File: config.mk
export PLATFORM = sky130hd
export DESIGN_NAME = truthtable_scan_ctrl
export DESIGN_NICKNAME = d
export VERILOG_FILES = /design/src/rtl/tt_pkg.sv /design/src/rtl/tt_lookup.sv /design/src/rtl/truthtable_scan_ctrl.sv
export SDC_FILE = /design/constraint.sdc
export NUM_CORES = 1
export LEC_CHECK = 0
export ABC_CLOCK_PERIOD_IN_PS = 5000
export CORE_ASPECT_RATIO = 0.5
export CORE_MARGIN = 8
export CORE_UTILIZATION = 25
export DETAILED_ROUTE_END_ITERATION = 10
export GPL_TIMING_DRIVEN = 0
export SYNTH_ARGS = -nofsm -noshare
export SYNTH_HDL_FRONTEND = slang
export SYNTH_SLANG_ARGS = --single-unit
File: constraint.sdc
create_clock -name clk -period 5 [get_ports clk]
set_input_delay 0.5 -clock clk [delete_from_list [all_inputs] [get_ports clk]]
set_output_delay 0.5 -clock clk [all_outputs]
set_load 0.05 [all_outputs]
File: src/rtl/tt_pkg.sv
// ----------------------------------------------------------------------------
// tt_pkg
// Shared types and widths for the truth-table scan controller and its lookup.
//   state_t : controller FSM states
//   A_W/B_W : lookup operand widths, Y_W : lookup result width
//   IDX_W   : sweep index width (a, b and x concatenated)
//   N_COMB  : number of input combinations visited by one sweep
// ----------------------------------------------------------------------------
package tt_pkg;

  typedef enum logic [1:0] {
    IDLE  = 2'd0,
    SCAN  = 2'd1,
    DRAIN = 2'd2,
    DONE  = 2'd3
  } state_t;

  localparam int A_W    = 3;
  localparam int B_W    = 4;
  localparam int Y_W    = 3;
  localparam int IDX_W  = A_W + B_W + 1;
  localparam int N_COMB = 1 << IDX_W;

endpackage

File: src/rtl/tt_lookup.sv
// ----------------------------------------------------------------------------
// tt_lookup
// Purely combinational 3-bit truth-table lookup, rules evaluated in priority
// order.
//   a : operand a (A_W bits)
//   b : operand b (B_W bits)
//   x : single-bit operand
//   y : lookup result (Y_W bits)
// ----------------------------------------------------------------------------
module tt_lookup
  import tt_pkg::*;
(
  input  logic [A_W-1:0] a,
  input  logic [B_W-1:0] b,
  input  logic           x,
  output logic [Y_W-1:0] y
);

  always_comb begin
    // NOTE: y gets a default before any branch, so no path leaves it unassigned
    // and no latch can be inferred.
    y = Y_W'(1);
    if (a == A_W'(4) && b == B_W'(1) && !x) begin
      y = Y_W'(3);
    end else if (a == A_W'(1) || a == A_W'(3)) begin
      if (b == B_W'(1) && !x)     y = Y_W'(2);
      else if (b == B_W'(4) && x) y = Y_W'(0);
      else                        y = Y_W'(1);
    end else if (a == A_W'(7) && b == B_W'(2) && x) begin
      y = Y_W'(2);
    end
  end

endmodule

File: src/rtl/truthtable_scan_ctrl.sv
// ----------------------------------------------------------------------------
// truthtable_scan_ctrl
// Sweeps all input combinations through one shared tt_lookup and histograms
// the results; while idle, serves single-shot queries to the same lookup.
//   clk, rst_n      : clock (rising edge), asynchronous active-low reset
//   start, abort    : begin a sweep / terminate a sweep in progress
//   busy, done      : sweep in progress (SCAN/DRAIN) / one-cycle completion
//   cnt0..cnt3      : histogram counts for y = 0..3
//   q_valid, q_a, q_b, q_x, q_ready : query request handshake and operands
//   r_valid, r_y    : one-cycle response pulse and registered query result
// ----------------------------------------------------------------------------
module truthtable_scan_ctrl
  import tt_pkg::*;
#(
  parameter int CNT_W = 9
) (
  input  logic             clk,
  input  logic             rst_n,
  input  logic             start,
  input  logic             abort,
  output logic             busy,
  output logic             done,
  output logic [CNT_W-1:0] cnt0,
  output logic [CNT_W-1:0] cnt1,
  output logic [CNT_W-1:0] cnt2,
  output logic [CNT_W-1:0] cnt3,
  input  logic             q_valid,
  input  logic [A_W-1:0]   q_a,
  input  logic [B_W-1:0]   q_b,
  input  logic             q_x,
  output logic             q_ready,
  output logic             r_valid,
  output logic [Y_W-1:0]   r_y
);

  state_t           state;
  logic [IDX_W-1:0] idx;
  logic [Y_W-1:0]   y_q;
  logic             y_v;
  logic [CNT_W-1:0] cnt [4];

  logic [A_W-1:0]   lk_a;
  logic [B_W-1:0]   lk_b;
  logic             lk_x;
  logic [Y_W-1:0]   lk_y;
  logic             q_fire;

  // The sweep owns the lookup in SCAN; otherwise it serves queries.
  always_comb begin
    if (state == SCAN) begin
      lk_a = idx[IDX_W-1 -: A_W];
      lk_b = idx[B_W:1];
      lk_x = idx[0];
    end else begin
      lk_a = q_a;
      lk_b = q_b;
      lk_x = q_x;
    end
  end

  tt_lookup u_lookup (
    .a (lk_a),
    .b (lk_b),
    .x (lk_x),
    .y (lk_y)
  );

  // Start wins over a query in the same cycle; no handshake while in reset.
  assign q_ready = rst_n && (state == IDLE) && !start;
  assign q_fire  = q_valid && q_ready;

  assign cnt0 = cnt[0];
  assign cnt1 = cnt[1];
  assign cnt2 = cnt[2];
  assign cnt3 = cnt[3];

  // NOTE: the four counters are ordinary flops, not a RAM, so they are reset
  // together with the rest of the state.
  always_ff @(posedge clk or negedge rst_n) begin
    if (!rst_n) begin
      state   <= IDLE;
      idx     <= '0;
      y_q     <= '0;
      y_v     <= 1'b0;
      busy    <= 1'b0;
      done    <= 1'b0;
      r_valid <= 1'b0;
      r_y     <= '0;
      for (int i = 0; i < 4; i++) cnt[i] <= '0;
    end else begin
      // NOTE: non-blocking assignments throughout, so every right-hand side
      // sees the pre-edge value regardless of statement order.
      done    <= 1'b0;
      r_valid <= q_fire;
      if (q_fire) r_y <= lk_y;

      unique case (state)
        IDLE: begin
          if (start && !abort) begin
            for (int i = 0; i < 4; i++) cnt[i] <= '0;
            idx   <= '0;
            y_v   <= 1'b0;
            busy  <= 1'b1;
            state <= SCAN;
          end
        end

        SCAN: begin
          if (abort) begin
            // Drop the in-flight result; partial counts are kept.
            y_v   <= 1'b0;
            busy  <= 1'b0;
            state <= IDLE;
          end else begin
            if (y_v && !y_q[2]) cnt[y_q[1:0]] <= cnt[y_q[1:0]] + CNT_W'(1);
            y_q <= lk_y;
            y_v <= 1'b1;
            if (idx == IDX_W'(N_COMB - 1)) state <= DRAIN;
            else                           idx   <= idx + IDX_W'(1);
          end
        end

        DRAIN: begin
          y_v  <= 1'b0;
          busy <= 1'b0;
          if (abort) begin
            state <= IDLE;
          end else begin
            if (y_v && !y_q[2]) cnt[y_q[1:0]] <= cnt[y_q[1:0]] + CNT_W'(1);
            done  <= 1'b1;
            state <= DONE;
          end
        end

        DONE: state <= IDLE;

        default: state <= IDLE;
      endcase
    end
  end

endmodule

* After elaboration in Yosys (flattened, before gate mapping)
Index checks and enable logic that the tools add are counted.
** Word-level totals
- Register bits after elaboration :: 56
- Input bits :: 13
- Output and inout bits :: 43
- Logic and storage cells :: 98
** Cells by class
- Add/subtract/negate cells :: 2
- Order comparisons :: 2
- Equality and inequality tests :: 18
- Muxes and demuxes :: 34
- Bitwise operators :: 2
- Reductions and logical operators :: 28
** Operators with widths (count)
- 36-bit two-way mux :: 3
- 36-bit case mux with 2 select lines :: 1
- 36-bit bitwise mux :: 1
- 9-bit two-way mux :: 3
- 8-bit two-way mux :: 3
- 9-bit binary-select mux with 2-bit select :: 1
- 9-bit demux with 2-bit select :: 1
- 8-bit case mux with 2 select lines :: 1
- 1-bit logical AND :: 12
- 3-bit two-way mux :: 4
- 2-bit two-way mux :: 5
- 9-bit by 1-bit adder with 9-bit output (second input constant) :: 1
- 8-bit by 1-bit adder with 8-bit output (second input constant) :: 1
- 8-bit equality test (second input constant) :: 1
- 2-bit != test (second input constant) :: 4
- 2-bit case mux with 4 select lines :: 1
- 4-bit AND reduction :: 2
- 1-bit two-way mux :: 7
- 3-bit equality test (second input constant) :: 2
- 1-bit case mux with 3 select lines :: 2
- 2-bit AND reduction :: 3
- 2-bit equality test (second input constant) :: 2
- 4-bit by 1-bit equality test with 1-bit output (second input constant) :: 1
- 4-bit by 2-bit equality test with 1-bit output (second input constant) :: 1
- other kinds (18) :: 23

* Longest topological paths before layout
- Word-level depth :: 9
- Mapped depth :: 8
- Depth with buffers taken out :: 7

* Hierarchy
A second synthesis with hierarchy kept.
** Second synthesis, totals
- Cell total of the unflattened synthesis :: 303
- Area, all modules :: 3339.5 um^2
** By module, submodules not included
- truthtable_scan_ctrl :: instances 1, cells each 290, area an instance 3240.6 um^2, seq. area each 1401.3 um^2
- tt_lookup :: instances 1, cells each 13, area an instance 98.8 um^2, seq. area each 0.0 um^2

* Worst setup path after synthesis
OpenSTA, ideal clock, no wires.
- Path type :: register to register
- Start :: register state[0]
- End :: register r_y[0]
- Setup time :: 0.125 ns
- Arrival :: 2.153 ns
- Required time :: 4.875 ns
- Setup slack :: 2.722 ns
- Cell stages (with the launch flop) :: 7
- Path buffers :: 0
- Clock period less this slack :: 2.278 ns
- Cell sequence :: dfrtp_1 -> inv_1 -> ha_1 -> nand2b_1 -> nor2_1 -> and2_0 -> mux2_2
** On the way
- Elaborated cells between the ends (all ways) :: 28
- Those cells by class :: 8 x eq/ne; 8 x mux; 12 x reduce/logical
** RTL lines
- start: declaration :: RTL line truthtable_scan_ctrl.sv:36 : state_t state;
- start signal: assignment :: RTL line truthtable_scan_ctrl.sv:81 : state <= IDLE;
- start signal: assignment :: RTL line truthtable_scan_ctrl.sv:104 : state <= SCAN;
- start signal: assignment :: RTL line truthtable_scan_ctrl.sv:113 : state <= IDLE;
- 2-bit zero test :: RTL line truthtable_scan_ctrl.sv:69 : assign q_ready = rst_n && (state == IDLE) && !start;
- 1-bit logical AND (2 in a row) :: RTL line truthtable_scan_ctrl.sv:69
- net q_ready :: RTL line truthtable_scan_ctrl.sv:31 : output logic q_ready,
- 1-bit logical AND :: RTL line truthtable_scan_ctrl.sv:70 : assign q_fire = q_valid && q_ready;
- net q_fire :: RTL line truthtable_scan_ctrl.sv:46 : logic q_fire;
- end signal: assignment :: RTL line truthtable_scan_ctrl.sv:95 : if (q_fire) r_y <= lk_y;
- end: declaration :: RTL line truthtable_scan_ctrl.sv:33 : output logic [Y_W-1:0] r_y
The timed path passes the listed nets, and every way through them passes these cells.
A chain may end at the register's enable or synchronous reset.

* Worst setup path after layout
- Start :: register state[0]
- End :: output q_ready
** On the way
- Word-level cells in the longest chain between the ends :: 3
** RTL lines (RTL line)
- 2-bit zero test :: truthtable_scan_ctrl.sv:69
- 1-bit logical AND (2 in a row) :: truthtable_scan_ctrl.sv:69
- end: declaration :: truthtable_scan_ctrl.sv:31
Every way passes these cells.

==> Implementation_results.wiki <==
{| class="wikitable"
! Metric !! Value
|-
| Cell types with the highest counts after synthesis || dfrtp_1, nand2_1, o21ai_0, nor2_1
|-
| Critical path's slowest cell || clkdlybuf4s50_1
|-
| Met3 Usage GRT || 0.0281
|-
| Post-route fraction of the period consumed by the critical path || 0.546
|-
| Commonest register cell after synthesis || dfrtp_1
|-
| Area enclosed by the die boundary || around 0.015 mm2
|-
| Actual transition at the worst max-transition pin || 0.788 ns
|-
| Number of nets produced by synthesis || 300
|-
| Post-CTS Setup Inserts || 0
|-
| Relative area change from synthesis to final layout || 31.7%
|-
| Maximum fanout count along the critical path || 5
|-
| Area of the mapped netlist || 0.00284 mm2
|-
| Number of failing hold endpoints at the final stage || 0
|-
| DRT Wirelength || 7750 um
|-
| Post-detailed-route DRC marker count || 0
|-
| Nets@finish || 362
|-
| Average wire length per cell after detail routing || about 16 um
|-
| Number of buffer cells added on primary ports || 54
|-
| Worst min-delay path class || primary input to async pin
|-
| GR Overflow Total || 0
|-
| Register bit count reported by yosys || 54
|-
| Starting density of the core || 0.257
|-
| Highest clock rate || 366 MHz
|-
| Final std cell area, no fill || roughly 0.0037 mm2
|-
| Top cell type's share of synthesized area || 0.475
|-
| Buffering stage count on the worst path with inverters included || 2
|-
| Post-route antenna net violation count || 0
|-
| Clk_lat worst skew || ~0.3 ns
|-
| Final setup violation count || 0
|-
| Clk sinks || 54
|-
| Worst EP arrival || 2.23 ns
|-
| Library cells used by synthesis || 44
|-
| Initial DRT Pass Iterations || 4
|-
| Clock transition at the register clock pins on the worst setup and hold paths after CTS || ~0.070 ns
|-
| Category of cells accounting for the largest share of critical-path delay || buffers and inverters
|-
| Startpoint type of the worst setup path || flop
|-
| Final Core Density || 0.339
|-
| Highest cell delay on the worst timing path || 0.82 ns
|-
| Count of antenna diodes in the layout || 0
|-
| Static leakage || 1.52 nW
|-
| Worst-case vdd ir drop || roughly 0.15 mV
|-
| Number of flops mapped to enable cells by yosys || 0
|-
| Clock Skews || 0.00884 ns
|-
| Yosys warning count || 0
|-
| Startpoint of the lowest-slack register-to-register path || state[0]$_DFFE_PN0P_
|-
| Launching element of the worst setup path || state[0]$_DFFE_PN0P_
|-
| Capturing element type of the critical path || output port
|-
| Type of the setup path with the least slack || flop to output port
|-
| Net Sw Frac || 0.422
|-
| Final Max Tran Viols || 0
|-
| GPL Wtd Cong || 0.787
|-
| Cell-by-cell listing of the critical path || inv_1, ha_1, nand2b_1, nor2_1, clkdlybuf4s50_1
|-
| Area after DPL || 0.00358 mm2
|-
| GRT Overall Usage || 0.103
|-
| Reg2reg setup slack || 2.40 ns
|-
| Number of gates given a new drive strength after cts || 0
|-
| Met2 track utilization from global routing || 0.176
|-
| Cell taking the most area after synthesis || dfrtp_1
|-
| Cells taking the most area after synthesis || dfrtp_1, mux4_2, nand2_1
|-
| Die span in x || 167 um
|-
| Hold_buf cts || 0
|-
| Share of final-layout standard cells stronger than drive strength 1 || 0.0968
|-
| Summed negative setup slack over all endpoints || 0 ns
|-
| Data required, critical path || between 4 and 5 ns
|-
| Die height || 91.4 um
|-
| Count of standard-cell rows || 27
|-
| FFs w/ async S/R, synth || 1.00
|-
| TritonCTS clock tree || built
|-
| Power density of the placed cells || 467 mW/mm2
|-
| Final worst path period need || 2.73 ns
|-
| Internal Pwr Total || 0.00101 W
|-
| Via count of the first global-routing pass || 2308
|-
| Mean number of vias per cell || approximately 4.8
|-
| Instance count of the mapped netlist || 279
|-
| Worst slew margin || 0.474
|-
| Number of max-cap violations || 0
|-
| Clock group share of total power || 0.226
|-
| Combinational Power Share || 0.445
|-
| IO Pins || 56
|-
| Number of design-rule violations left by the first detailed-router iteration || 119
|-
| Most utilized layer in the global route result || met2
|-
| Clock root buffer || clkbuf_16
|-
| Most frequent cell after synthesis || dfrtp_1
|-
| Worst setup path endpoint || q_ready
|-
| Switching component of the power || 0.000738 W
|-
| Maximum number of pins on one net before global-route repair || 30
|-
| Power share of the sequential group || 0.330
|-
| Setup repair after global routing missed its margin || false
|-
| Met1 track demand over resource in global routing || 0.123
|-
| First-pass GRT wire length || roughly 12000 um
|-
| Total number of vias || 2322
|-
| DP Wirelength || roughly 5800 um
|-
| Part of the Yosys area used for sequential elements || 0.475
|-
| Crit path depth || 5
|-
| Reg-to-reg endpoint || cnt0[2]$_DFFE_PN0P_
|-
| Number of H-tree levels || 2
|-
| Result of the run || finished, final reports clean
|-
| Max clock buf depth || 2
|-
| Synthesized area per cell || 10.2 um2
|-
| Initial antenna violation count || 0
|-
| Fill cell count || around 1100
|-
| Count of cells along the worst register-to-register path || 6
|-
| Multi-input gate area in the final layout || approximately 0.0014 mm2
|-
| Area of the core || 0.0110 mm2
|-
| Footprint of the flip-flops and latches || ~0.0014 mm2
|-
| CTS buffer count || 5
|}
[worst min path at each step]
| stage | start | endpoint | slack, ns | cells after the start |
|---|---|---|---|---|
| floorplan | rst_n | busy$_DFFE_PN0P_ | 0.20 | 0 |
| global placement | cnt0[0]$_DFFE_PN0P_ | cnt0[0]$_DFFE_PN0P_ | 0.49 | 2 |
| detailed placement | cnt0[6]$_DFFE_PN0P_ | cnt0[6]$_DFFE_PN0P_ | 0.50 | 2 |
| CTS | rst_n | state[1]$_DFFE_PN0P_ | 0.26 | 1 |
| global route | rst_n | done$_DFF_PN0_ | 0.28 | 1 |
| finish | rst_n | state[1]$_DFFE_PN0P_ | 0.24 | 1 |
[layout by cell type (no fill, tap or decap), types with 2 or more instances in the layout]
cell type,netlist,final
nor2b_1,2,2
nand2b_1,4,4
o22ai_1,5,5
o31ai_1,2,2
xnor2_1,5,5
mux2i_1,4,4
o21ai_0,37,37
buf_2,2,3
xor2_1,7,7
buf_6,2,2
mux4_2,9,9
o21ai_1,7,7
clkbuf_1,2,2
nor2_1,12,12
nor3b_1,5,5
ha_1,8,8
and3_1,3,3
nand4_1,8,8
buf_4,2,2
clkbuf_16,0,5
mux2_2,5,5
and3b_1,3,3
and2_1,2,2
clkdlybuf4s50_1,0,53
nor3_1,2,2
dfrtp_1,54,54
nand3_1,9,9
nand2_1,50,50
a21oi_1,3,3
inv_1,9,9
[stage by stage]
stage	power, W	hold slack [ns]	worst slack (ns)	instances
3_5_place_dp	0.00137	0.497	2.22	479
2_1_floorplan	0.00111	0.204	2.72	279
3_3_place_gp	0.00135	0.491	0.542	478
4_1_cts	0.00177	0.261	2.25	486
5_1_grt	0.00185	0.278	2.13	486
6_report	0.00175	0.241	2.27	486
[flip-flops by register name, summed over array words and instances (netlist names)]
signal,flops
busy,1
y_v,1
cnt1,9
r_valid,1
cnt3,9
done,1
cnt0,9
y_q,2
cnt2,9
idx,8
state,2
r_y,2
[worst register-to-register path, cell delays in order, from the launching register on]
cell      delay (ns)
dfrtp_1         0.40
inv_1           0.11
ha_1            0.30
clkbuf_1        0.22
a221oi_2        0.58
nand4_1         0.55
o21ai_0         0.34
[layout make-up]
class | count | share of cell area
multi-input cells | 208 | 0.375
flip-flops and latches | 54 | 0.361
repair buffers | 55 | 0.148
well taps | 145 | 0.0485
clock buffers | 5 | 0.0334
plain buffers | 8 | 0.0147
clock inverters | 2 | 0.0104
inverters | 9 | 0.00902
[logic make-up (layout without fill, tap and decap cells)]
family,count (synthesis),count (layout),synth area share
mux,18,18,0.105
simple gates,107,107,0.188
other cells,1,1,0.00132
buf+inv,17,79,0.0312
flops,54,54,0.475
fa+ha+maj,8,8,0.0352
xor+xnor,13,13,0.0427
compound gates,61,61,0.121
[metal layers]
layer,share of wire,wire length [um]
met1,0.46,3540
met2,0.49,3800
met3,0.040,311
met4,0.013,103
met5,0,0
[power groups by stage]
stage	Clock (W)	Sequential, W	Combinational [W]
3_5_place_dp	0	0.000585	0.000782
2_1_floorplan	0	0.000692	0.000421
6_report	0.000394	0.000576	0.000777
3_3_place_gp	0	0.000583	0.000771
5_1_grt	0.000421	0.000588	0.000847
4_1_cts	0.000407	0.000577	0.000785
(Power assumes the default switching activity.)
